<file path="src/rtl/i2s_audio_tx.sv">
// I2S serializer for the headphone/amplifier DAC, fed from a 2-entry stereo sample FIFO.
// The bit clock is a registered output of the pixel-clock domain; every slot update happens on its falling edge.
module i2s_audio_tx #(
    parameter logic STEREO           = 1'b1,
    parameter int   AUDIO_SHIFT      = 0,
    parameter logic PA_EN_ACTIVE_LOW = 1'b1
) (
    input  logic        clk,
    input  logic        pll_lock,
    input  logic        enable,
    input  logic [7:0]  bck_div,
    input  logic        in_valid,
    output logic        in_ready,
    input  logic [15:0] in_l,
    input  logic [15:0] in_r,
    output logic        hp_bck,
    output logic        hp_ws,
    output logic        hp_din,
    output logic        pa_en,
    output logic        frame_start,
    output logic        underrun
);

    typedef struct packed {
        logic [15:0] l;
        logic [15:0] r;
    } smp_t;

    typedef enum logic [1:0] {IDLE, RUN, DRAIN} state_t;

    state_t           state;
    smp_t [1:0]       mem;
    smp_t             hold;
    logic             wr_ptr, rd_ptr;
    logic [1:0]       fifo_cnt, cnt_nxt;
    logic             wr_en, rd_en;
    logic [7:0]       div_cnt, div_lim;
    logic [4:0]       slot, slot_nxt;
    logic [31:0]      shreg;
    logic             pa_on;
    logic             div_wrap, fall, stop, boundary;
    logic [15:0]      mono;
    logic [1:0][15:0] pre, word;

    assign wr_en    = in_valid && in_ready;
    assign div_wrap = (div_cnt == div_lim);
    assign fall     = (state != IDLE) && div_wrap && hp_bck;
    assign slot_nxt = slot + 5'd1;
    assign stop     = fall && (slot == 5'd31) && (state == DRAIN) && !enable;
    // Starting a run counts as a frame boundary so the first frame has a popped sample.
    assign boundary = ((state == IDLE) && enable) || (fall && (slot == 5'd31) && !stop);
    assign rd_en    = boundary && (fifo_cnt != 2'd0);

    assign hp_din = shreg[31];
    assign pa_en  = pa_on ^ PA_EN_ACTIVE_LOW;

    always_comb begin
        cnt_nxt = fifo_cnt;
        if (wr_en && !rd_en)
            cnt_nxt = fifo_cnt + 2'd1;
        else if (rd_en && !wr_en)
            cnt_nxt = fifo_cnt - 2'd1;
    end

    always_ff @(posedge clk or negedge pll_lock) begin
        if (!pll_lock) begin
            mem      <= '0;
            wr_ptr   <= 1'b0;
            rd_ptr   <= 1'b0;
            fifo_cnt <= 2'd0;
            in_ready <= 1'b1;
        end else begin
            if (wr_en) begin
                mem[wr_ptr] <= '{l: in_l, r: in_r};
                wr_ptr      <= ~wr_ptr;
            end
            if (rd_en)
                rd_ptr <= ~rd_ptr;
            fifo_cnt <= cnt_nxt;
            // Looks at the next count so a write can never land on a full FIFO.
            in_ready <= (cnt_nxt != 2'd2);
        end
    end

    // Mono mix: the 17-bit sum shifted by one always fits back into 16 bits.
    assign mono   = 16'(({hold.l[15], hold.l} + {hold.r[15], hold.r}) >> 1);
    assign pre[1] = STEREO ? hold.l : mono;
    assign pre[0] = STEREO ? hold.r : mono;

    for (genvar c = 0; c < 2; c++) begin : g_att
        assign word[c] = 16'($signed(pre[c]) >>> AUDIO_SHIFT);
    end

    always_ff @(posedge clk or negedge pll_lock) begin
        if (!pll_lock) begin
            state       <= IDLE;
            div_cnt     <= '0;
            div_lim     <= '0;
            slot        <= '0;
            hp_bck      <= 1'b0;
            hp_ws       <= 1'b0;
            shreg       <= '0;
            pa_on       <= 1'b0;
            frame_start <= 1'b0;
            underrun    <= 1'b0;
            hold        <= '0;
        end else begin
            frame_start <= boundary;
            underrun    <= boundary && !rd_en;
            if (rd_en)
                hold <= mem[rd_ptr];
            if (state == IDLE) begin
                div_cnt <= '0;
                slot    <= '0;
                hp_bck  <= 1'b0;
                hp_ws   <= 1'b0;
                shreg   <= '0;
                if (enable) begin
                    state   <= RUN;
                    pa_on   <= 1'b1;
                    div_lim <= bck_div;
                end
            end else begin
                if (enable)
                    state <= RUN;
                else if (state == RUN)
                    state <= DRAIN;
                if (div_wrap) begin
                    div_cnt <= '0;
                    div_lim <= bck_div;
                    hp_bck  <= ~hp_bck;
                end else begin
                    div_cnt <= div_cnt + 8'd1;
                end
                if (stop) begin
                    state <= IDLE;
                    pa_on <= 1'b0;
                    slot  <= '0;
                    hp_ws <= 1'b0;
                    shreg <= '0;
                end else if (fall) begin
                    slot  <= slot_nxt;
                    hp_ws <= slot_nxt[4];
                    // One-bit I2S delay: the word is loaded entering slot 1, then shifted.
                    shreg <= (slot == 5'd0) ? {word[1], word[0]} : {shreg[30:0], 1'b0};
                end
            end
        end
    end

endmodule
</file>
<file path="config.mk">
export PLATFORM = sky130hd
export DESIGN_NAME = i2s_audio_tx
export DESIGN_NICKNAME = d
export VERILOG_FILES = /design/src/rtl/i2s_audio_tx.sv
export SDC_FILE = /design/constraint.sdc
export NUM_CORES = 1
export LEC_CHECK = 0
export CORE_MARGIN = 4
export CORE_UTILIZATION = 53
export DETAILED_ROUTE_END_ITERATION = 10
export PLACE_DENSITY = 0.76
export SYNTH_ARGS = -nofsm -noshare
export SYNTH_HDL_FRONTEND = slang
export SYNTH_SLANG_ARGS = --single-unit
</file>
<file path="constraint.sdc">
create_clock -name clk -period 2.45 [get_ports clk]
set_input_delay 0.49 -clock clk [delete_from_list [all_inputs] [get_ports clk]]
set_output_delay 0.49 -clock clk [all_outputs]
set_load 0.01 [all_outputs]
</file>
Word level (Yosys, flattened, before mapping)
Index checks and enable logic that the tools add are counted.
- register bits after elaboration: 161
- bits of input ports: 44
- memories: 0
- bits in read-only memories: 0
- RAM bits: 0
- bits in latches: 0
- equal/unequal tests: 6
- $mul: 0
- $lt $le $gt $ge: 3
- bitwise logic cells: 4
- reduce and logical (&&, ||, !) cells: 29
- shifts and indexed selects: 0
- div/mod/pow operators: 0
- $add $sub $neg: 4
- muxes and demuxes: 32
- operators with widths (cell ; number):
    two-way mux 32 bit ; 7
    bitwise mux 64 bit ; 1
    two-way mux 8 bit ; 5
    demux 32 bit (select 1 bit) ; 1
    two-way mux 5 bit ; 3
    two-way mux 2 bit ; 7
    logical AND 1 bit ; 13
    adder 8 x 1 -> 8 bit (second input constant) ; 1
    == test 8 bit ; 1
    two-way mux 1 bit ; 8
    nonzero test 2 bit ; 4
    AND reduction 2 bit ; 3
    nonzero test 3 bit ; 2
    adder 5 x 1 -> 5 bit (second input constant) ; 1
    == test 5 bit (second input constant) ; 1
    zero test 5 bit ; 1
    zero test 1 bit ; 4
    less-than comparator 1 x 2 -> 1 bit (second input constant) ; 2
    inequality test 2 bit (second input constant) ; 2
    NOT 1 bit ; 4
    adder 2 x 1 -> 2 bit (second input constant) ; 1
    == test 2 x 1 -> 1 bit (second input constant) ; 1
    == test 2 bit (second input constant) ; 1
    zero test 2 bit ; 1
    3 further kinds ; 3

Logic depth before layout (Yosys ltp)
- word-level depth: 14
- gate-level depth with buffers: 8

Least setup slack after synthesis
OpenSTA, ideal clock, no wires.
- path kind: reg2reg
- start point: register slot[0]
- end point: register hold[10] in the netlist's numbering
- arrival time: 1902 ps
- slack: 425 ps
- period minus slack after synthesis: 2025 ps
- setup time: 123 ps
- stages on the path, launching flop included: 9
- buffers on the path: 1
- data required time: 2327 ps
- cell sequence: dfrtp_1 ha_1 and3_1 ha_1 nand2_1 o31a_1 nor3_4 buf_6 a21oi_1
- cells in the longest elaborated chain, start to end: 8
- ends and longest elaborated chain (item ; line ; text):
    from (decl) ; 38 ; logic [4:0] slot, slot_nxt;
    from (signal assigned) ; 142 ; slot <= slot_nxt;
    == test 5 bit * ; 49, 51 ;
    logical AND 1 bit * ; 49, 51 ;
    logical AND 1 bit (2 in series) ; 49 ; assign stop = fall && (slot == 5'd31) && (state == DRAIN) && !enable;
    zero test 1 bit ; 51 ; assign boundary = ((state == IDLE) && enable) || (fall && (slot == 5'd31) && !stop);
    logical AND 1 bit * ; 51 ;
    logical OR 1 bit * ; 51 ;
    logical AND 1 bit * ; 52 ; assign rd_en = boundary && (fifo_cnt != 2'd0);
    to (signal assigned) ; 111 ; hold <= mem[rd_ptr];
    to (decl) ; 33 ; smp_t hold;
Every way passes the cells marked *; elsewhere a longest branch is shown, timed or not.
A chain may end at the register's enable or synchronous reset.

Final worst setup path
- start point: register slot[0]
- end point: register fifo_cnt[0]
- cells in the longest elaborated chain, start to end: 11
- elaborated cells between the ends (all ways): 13
- those cells by class: 1 x eq/ne; 2 x mux; 10 x reduce/logical
- ends and longest elaborated chain (item ; line ; text):
    == test 5 bit * ; 49, 51 ;
    logical AND 1 bit * ; 49, 51 ;
    logical AND 1 bit (2 in series) ; 49 ;
    zero test 1 bit ; 51 ;
    logical AND 1 bit * ; 51 ;
    logical OR 1 bit * ; 51 ;
    logical AND 1 bit * ; 52 ;
    logical AND 1 bit or zero test 1 bit (tied branches) ; 61, 59 ;
    two-way mux 2 bit or logical AND 1 bit (tied branches) ; 61, 59 ;
    two-way mux 2 bit * ; 59 ; if (wr_en && !rd_en)
    net cnt_nxt[0] ; 35 ; logic [1:0] fifo_cnt, cnt_nxt;
    to (signal assigned) ; 79 ; fifo_cnt <= cnt_nxt;
    to (decl) ; 35 ;
The timed path passes the listed nets; every way through them passes the cells marked *.

==> results_tabular.tex <==
\begin{tabular}{lr}
\hline
Metric & Value \\
\hline
\multicolumn{2}{l}{\textbf{Outcome}} \\
\quad Status & complete, no violations \\
\multicolumn{2}{l}{\textbf{Die}} \\
\quad Cell row count & 41 \\
\quad Die height & 123.1 um \\
\quad Top-level port count & 51 \\
\quad Die extent in x & 123.1 um \\
\quad Initial core utilization & 0.5492 \\
\quad Placeable core region & 12770 um\^{}2 \\
\quad Total Die Area & 15140 um\^{}2 \\
\multicolumn{2}{l}{\textbf{Yosys}} \\
\quad Most numerous cell types in the synthesized netlist & 159 x dfrtp\_1, 72 x mux2\_2, 71 x a21oi\_1 \\
\quad Number of unique standard cell types used by synthesis & between 40 and 50 \\
\quad Post-synthesis area per instance & around 12 um\^{}2 \\
\quad Synthesis-stage register bit count & between 150 and 200 \\
\quad Leading cell types by total area after synthesis & dfrtp\_1 57\%, mux2\_2 12\%, mux2i\_1 9.0\% \\
\quad Warnings, synthesis & 0 \\
\quad Number of nets in the synthesized netlist & 628 \\
\quad Fraction of registers with async set or reset after synthesis & 1.000 \\
\quad Sequential fraction of the synthesis area & 0.5709 \\
\quad Number of synthesized flops with an enable pin & 0 \\
\quad Cell area after synthesis & 7015 um\^{}2 \\
\quad Main flop type after synthesis & dfrtp\_1 \\
\quad Area share of the leading cell type in the synthesized netlist & 0.5671 \\
\quad Gate count of the mapped netlist & 579 \\
\quad Count leader, synth & dfrtp\_1 \\
\quad Post-synth top area cell & dfrtp\_1 \\
\multicolumn{2}{l}{\textbf{Placed design}} \\
\quad Port Buffers & 50 \\
\quad Final Wtd Congestion & approximately 0.86 \\
\quad Placed wire-length estimate & roughly 9000 um \\
\multicolumn{2}{l}{\textbf{Timing}} \\
\quad Worst slew pin tran & 1.056 ns \\
\quad Finish-stage setup viols & 0 \\
\quad Final Cycle Share & 0.8983 \\
\quad Final hold violations & 0 \\
\quad Maximum achievable frequency & about 0.45 GHz \\
\quad Setup TNS & 0 ns \\
\quad Tmin final & 2.201 ns \\
\quad Max-slew violation total from the final report & 0 \\
\quad Setup Skew & 0.008569 ns \\
\quad Unrepaired setup endpoints after global routing & no \\
\quad Max-Slew Margin vs Limit & 0.2960 \\
\multicolumn{2}{l}{\textbf{CTS}} \\
\quad TritonCTS clock tree & done \\
\quad Number of H-tree levels & 4 \\
\quad Resize count post-CTS & 0 \\
\quad Clk sinks & 160 \\
\quad Clock latency on the worst-skew pair & 0.42 ns \\
\quad CTS Buffer Depth & 2 \\
\quad Buffers inserted during post-CTS setup optimization & 0 \\
\quad Number of buffers created by CTS & 17 \\
\quad Master cell of the clock root buffer & clkbuf\_16 \\
\quad Cts-stage hold buffer count & 0 \\
\quad CTS clk-pin slew, worst paths & 0.06 ns \\
\multicolumn{2}{l}{\textbf{Critical path}} \\
\quad Category of the most critical setup path & reg2reg \\
\quad Peak fanout along the critical path & 13 \\
\quad Ordered cell list for the critical path & ha\_1 -> and3\_1 -> ha\_1 -> nand2\_1 -> o31a\_1 -> nor3\_4 -> buf\_4 -> xnor2\_1 \\
\quad Most frequent cell on the critical path & ha\_1 \\
\quad CP Data Arrival Time & 2.54 ns \\
\quad Crit. End Element & register \\
\quad Startpoint type of the worst setup path & register \\
\quad Worst path slowest cell & dfrtp\_1 \\
\quad CP Buf/Inv Count & 1 \\
\quad Req. time, crit path & 2.79 ns \\
\quad Delay of the slowest critical-path stage & between 0.4 and 0.5 ns \\
\quad Cell family contributing the most delay on the critical path & simple AND/OR/NAND/NOR gates \\
\multicolumn{2}{l}{\textbf{Routing}} \\
\quad Detail-routed net length per standard cell & 17.15 um \\
\quad Drt first-iter violations & 507 \\
\quad Routed wire length & around 14000 um \\
\quad Pre-Repair DR Iteration Count & 5 \\
\quad Vias per cell & 5.719 \\
\quad Total number of vias & 4695 \\
\quad Number of DRC violations after detailed routing & 0 \\
\quad Number of routed nets with antenna violations & 0 \\
\multicolumn{2}{l}{\textbf{Global route}} \\
\quad GRT Residual Overflow & 0 \\
\quad Antenna violations before repair & 0 \\
\quad Number of global-route vias before repair & 4839 \\
\quad Global-route wire length before repair & between 20000 and 25000 um \\
\quad Tot GR Track Use & 0.2031 \\
\quad Pin count of the biggest net entering global routing & 61 \\
\multicolumn{2}{l}{\textbf{Power}} \\
\quad VDD IR-drop max & 741.4 uV \\
\quad Total power & 9.378 mW \\
\quad Power per unit of standard cell area & 1115 nW/um\^{}2 \\
\quad Leakage power figure & 3.886 nW \\
\multicolumn{2}{l}{\textbf{Finish}} \\
\quad Nets & 685 \\
\quad Number of diodes & 0 \\
\quad Utilization of the core after routing & 0.6586 \\
\quad Area added between synthesis and finish & 19.92\% \\
\quad Fill cell count & about 960 \\
\quad Share of final-layout standard cells stronger than drive strength 1 & 0.2065 \\
\multicolumn{2}{l}{\textbf{Min path}} \\
\quad Worst min-delay path category & in2async \\
\multicolumn{2}{l}{\textbf{Job}} \\
\quad Max-cap viol count & 0 \\
\hline
\end{tabular}
-- layout by cell type (no fill, tap or decap), drive strengths merged, types with 6 or more instances in the layout --
master / n
mux2i: 63
nand3: 10
o21ai: 37
xor2: 6
clkdlybuf4s50: 49
a21oi: 72
dfrtp: 159
clkbuf: 21
mux2: 72
xnor2: 12
buf: 23
inv: 7
nand2: 39
nor2: 17
-- power breakdown --
group          switching, mW  leakage [nW]  internal, mW
clock                   1.01         0.269          1.52
sequential             0.682          1.96          3.58
combinational           1.14          1.66          1.45
-- kinds of logic (layout without fill, tap and decap cells) --
logic type	Yosys count	count (layout)	share of synthesized area
simple gates	92	92	0.06403
xor+xnor	18	18	0.02247
buf+inv	41	111	0.02640
compound gates	128	128	0.1018
fa+ha+maj	5	5	0.008917
mux	135	135	0.2055
flops	160	160	0.5709
-- metrics by stage --
step	hold WS (ns)	std cells	area, um^2	worst slack [ns]
after CTS	0.05592	821	8413	0.2558
after floorplan	0.1944	579	7015	0.4255
after detailed placement	0.4696	789	7848	0.1967
after global routing	0.08771	821	8413	0.1449
final	0.05043	821	8413	0.2491
after global placement	0.4601	789	7848	0.2577
-- state kept, by name (all words and copies together), names as in the netlist, 2 cells and up --
| register | cells |
|---|---|
| mem | 64 |
| hold | 32 |
| state | 2 |
| div_cnt | 8 |
| slot | 4 |
| div_lim | 8 |
| fifo_cnt | 2 |
| shreg | 32 |
-- path summary, 6_finish.rpt --
path	start	end	slack, ns	depth (start not counted)
hold / removal	pll_lock	div_cnt[1]	0.05	1
setup reg to reg	slot[0]	fifo_cnt[0]	0.25	8
setup / recovery	slot[0]	fifo_cnt[0]	0.25	8
max in group asynchronous	pll_lock	mem[31]	1.65	2
min in group clk	shreg[17]	shreg[17]	0.48	2
hold reg to reg	shreg[17]	shreg[17]	0.48	2
-- layout make-up --
class | instances | area [um^2] | share of cell area
clock buffers | 21 | 450.4 | 0.05354
clock inverters | 11 | 115.1 | 0.01368
inverters | 7 | 26.28 | 0.003123
multi-input cells | 378 | 2845 | 0.3382
flip-flops and latches | 160 | 4006 | 0.4762
well taps | 172 | 215.2 | 0.02558
repair buffers | 72 | 754.5 | 0.08968
-- routing by layer --
| layer | track usage | vias up | routed length [um] |
|---|---|---|---|
| met2 | 0.3259 | 93 | 7013 |
| met3 | 0.05215 | 16 | 607 |
| met5 | 0 | - | 0 |
| met1 | 0.2709 | 2405 | 6234 |
| met4 | 0.07059 | 0 | 226 |
| li1 | - | 2181 | - |
Note: power is estimated with default switching activity, not from simulation.
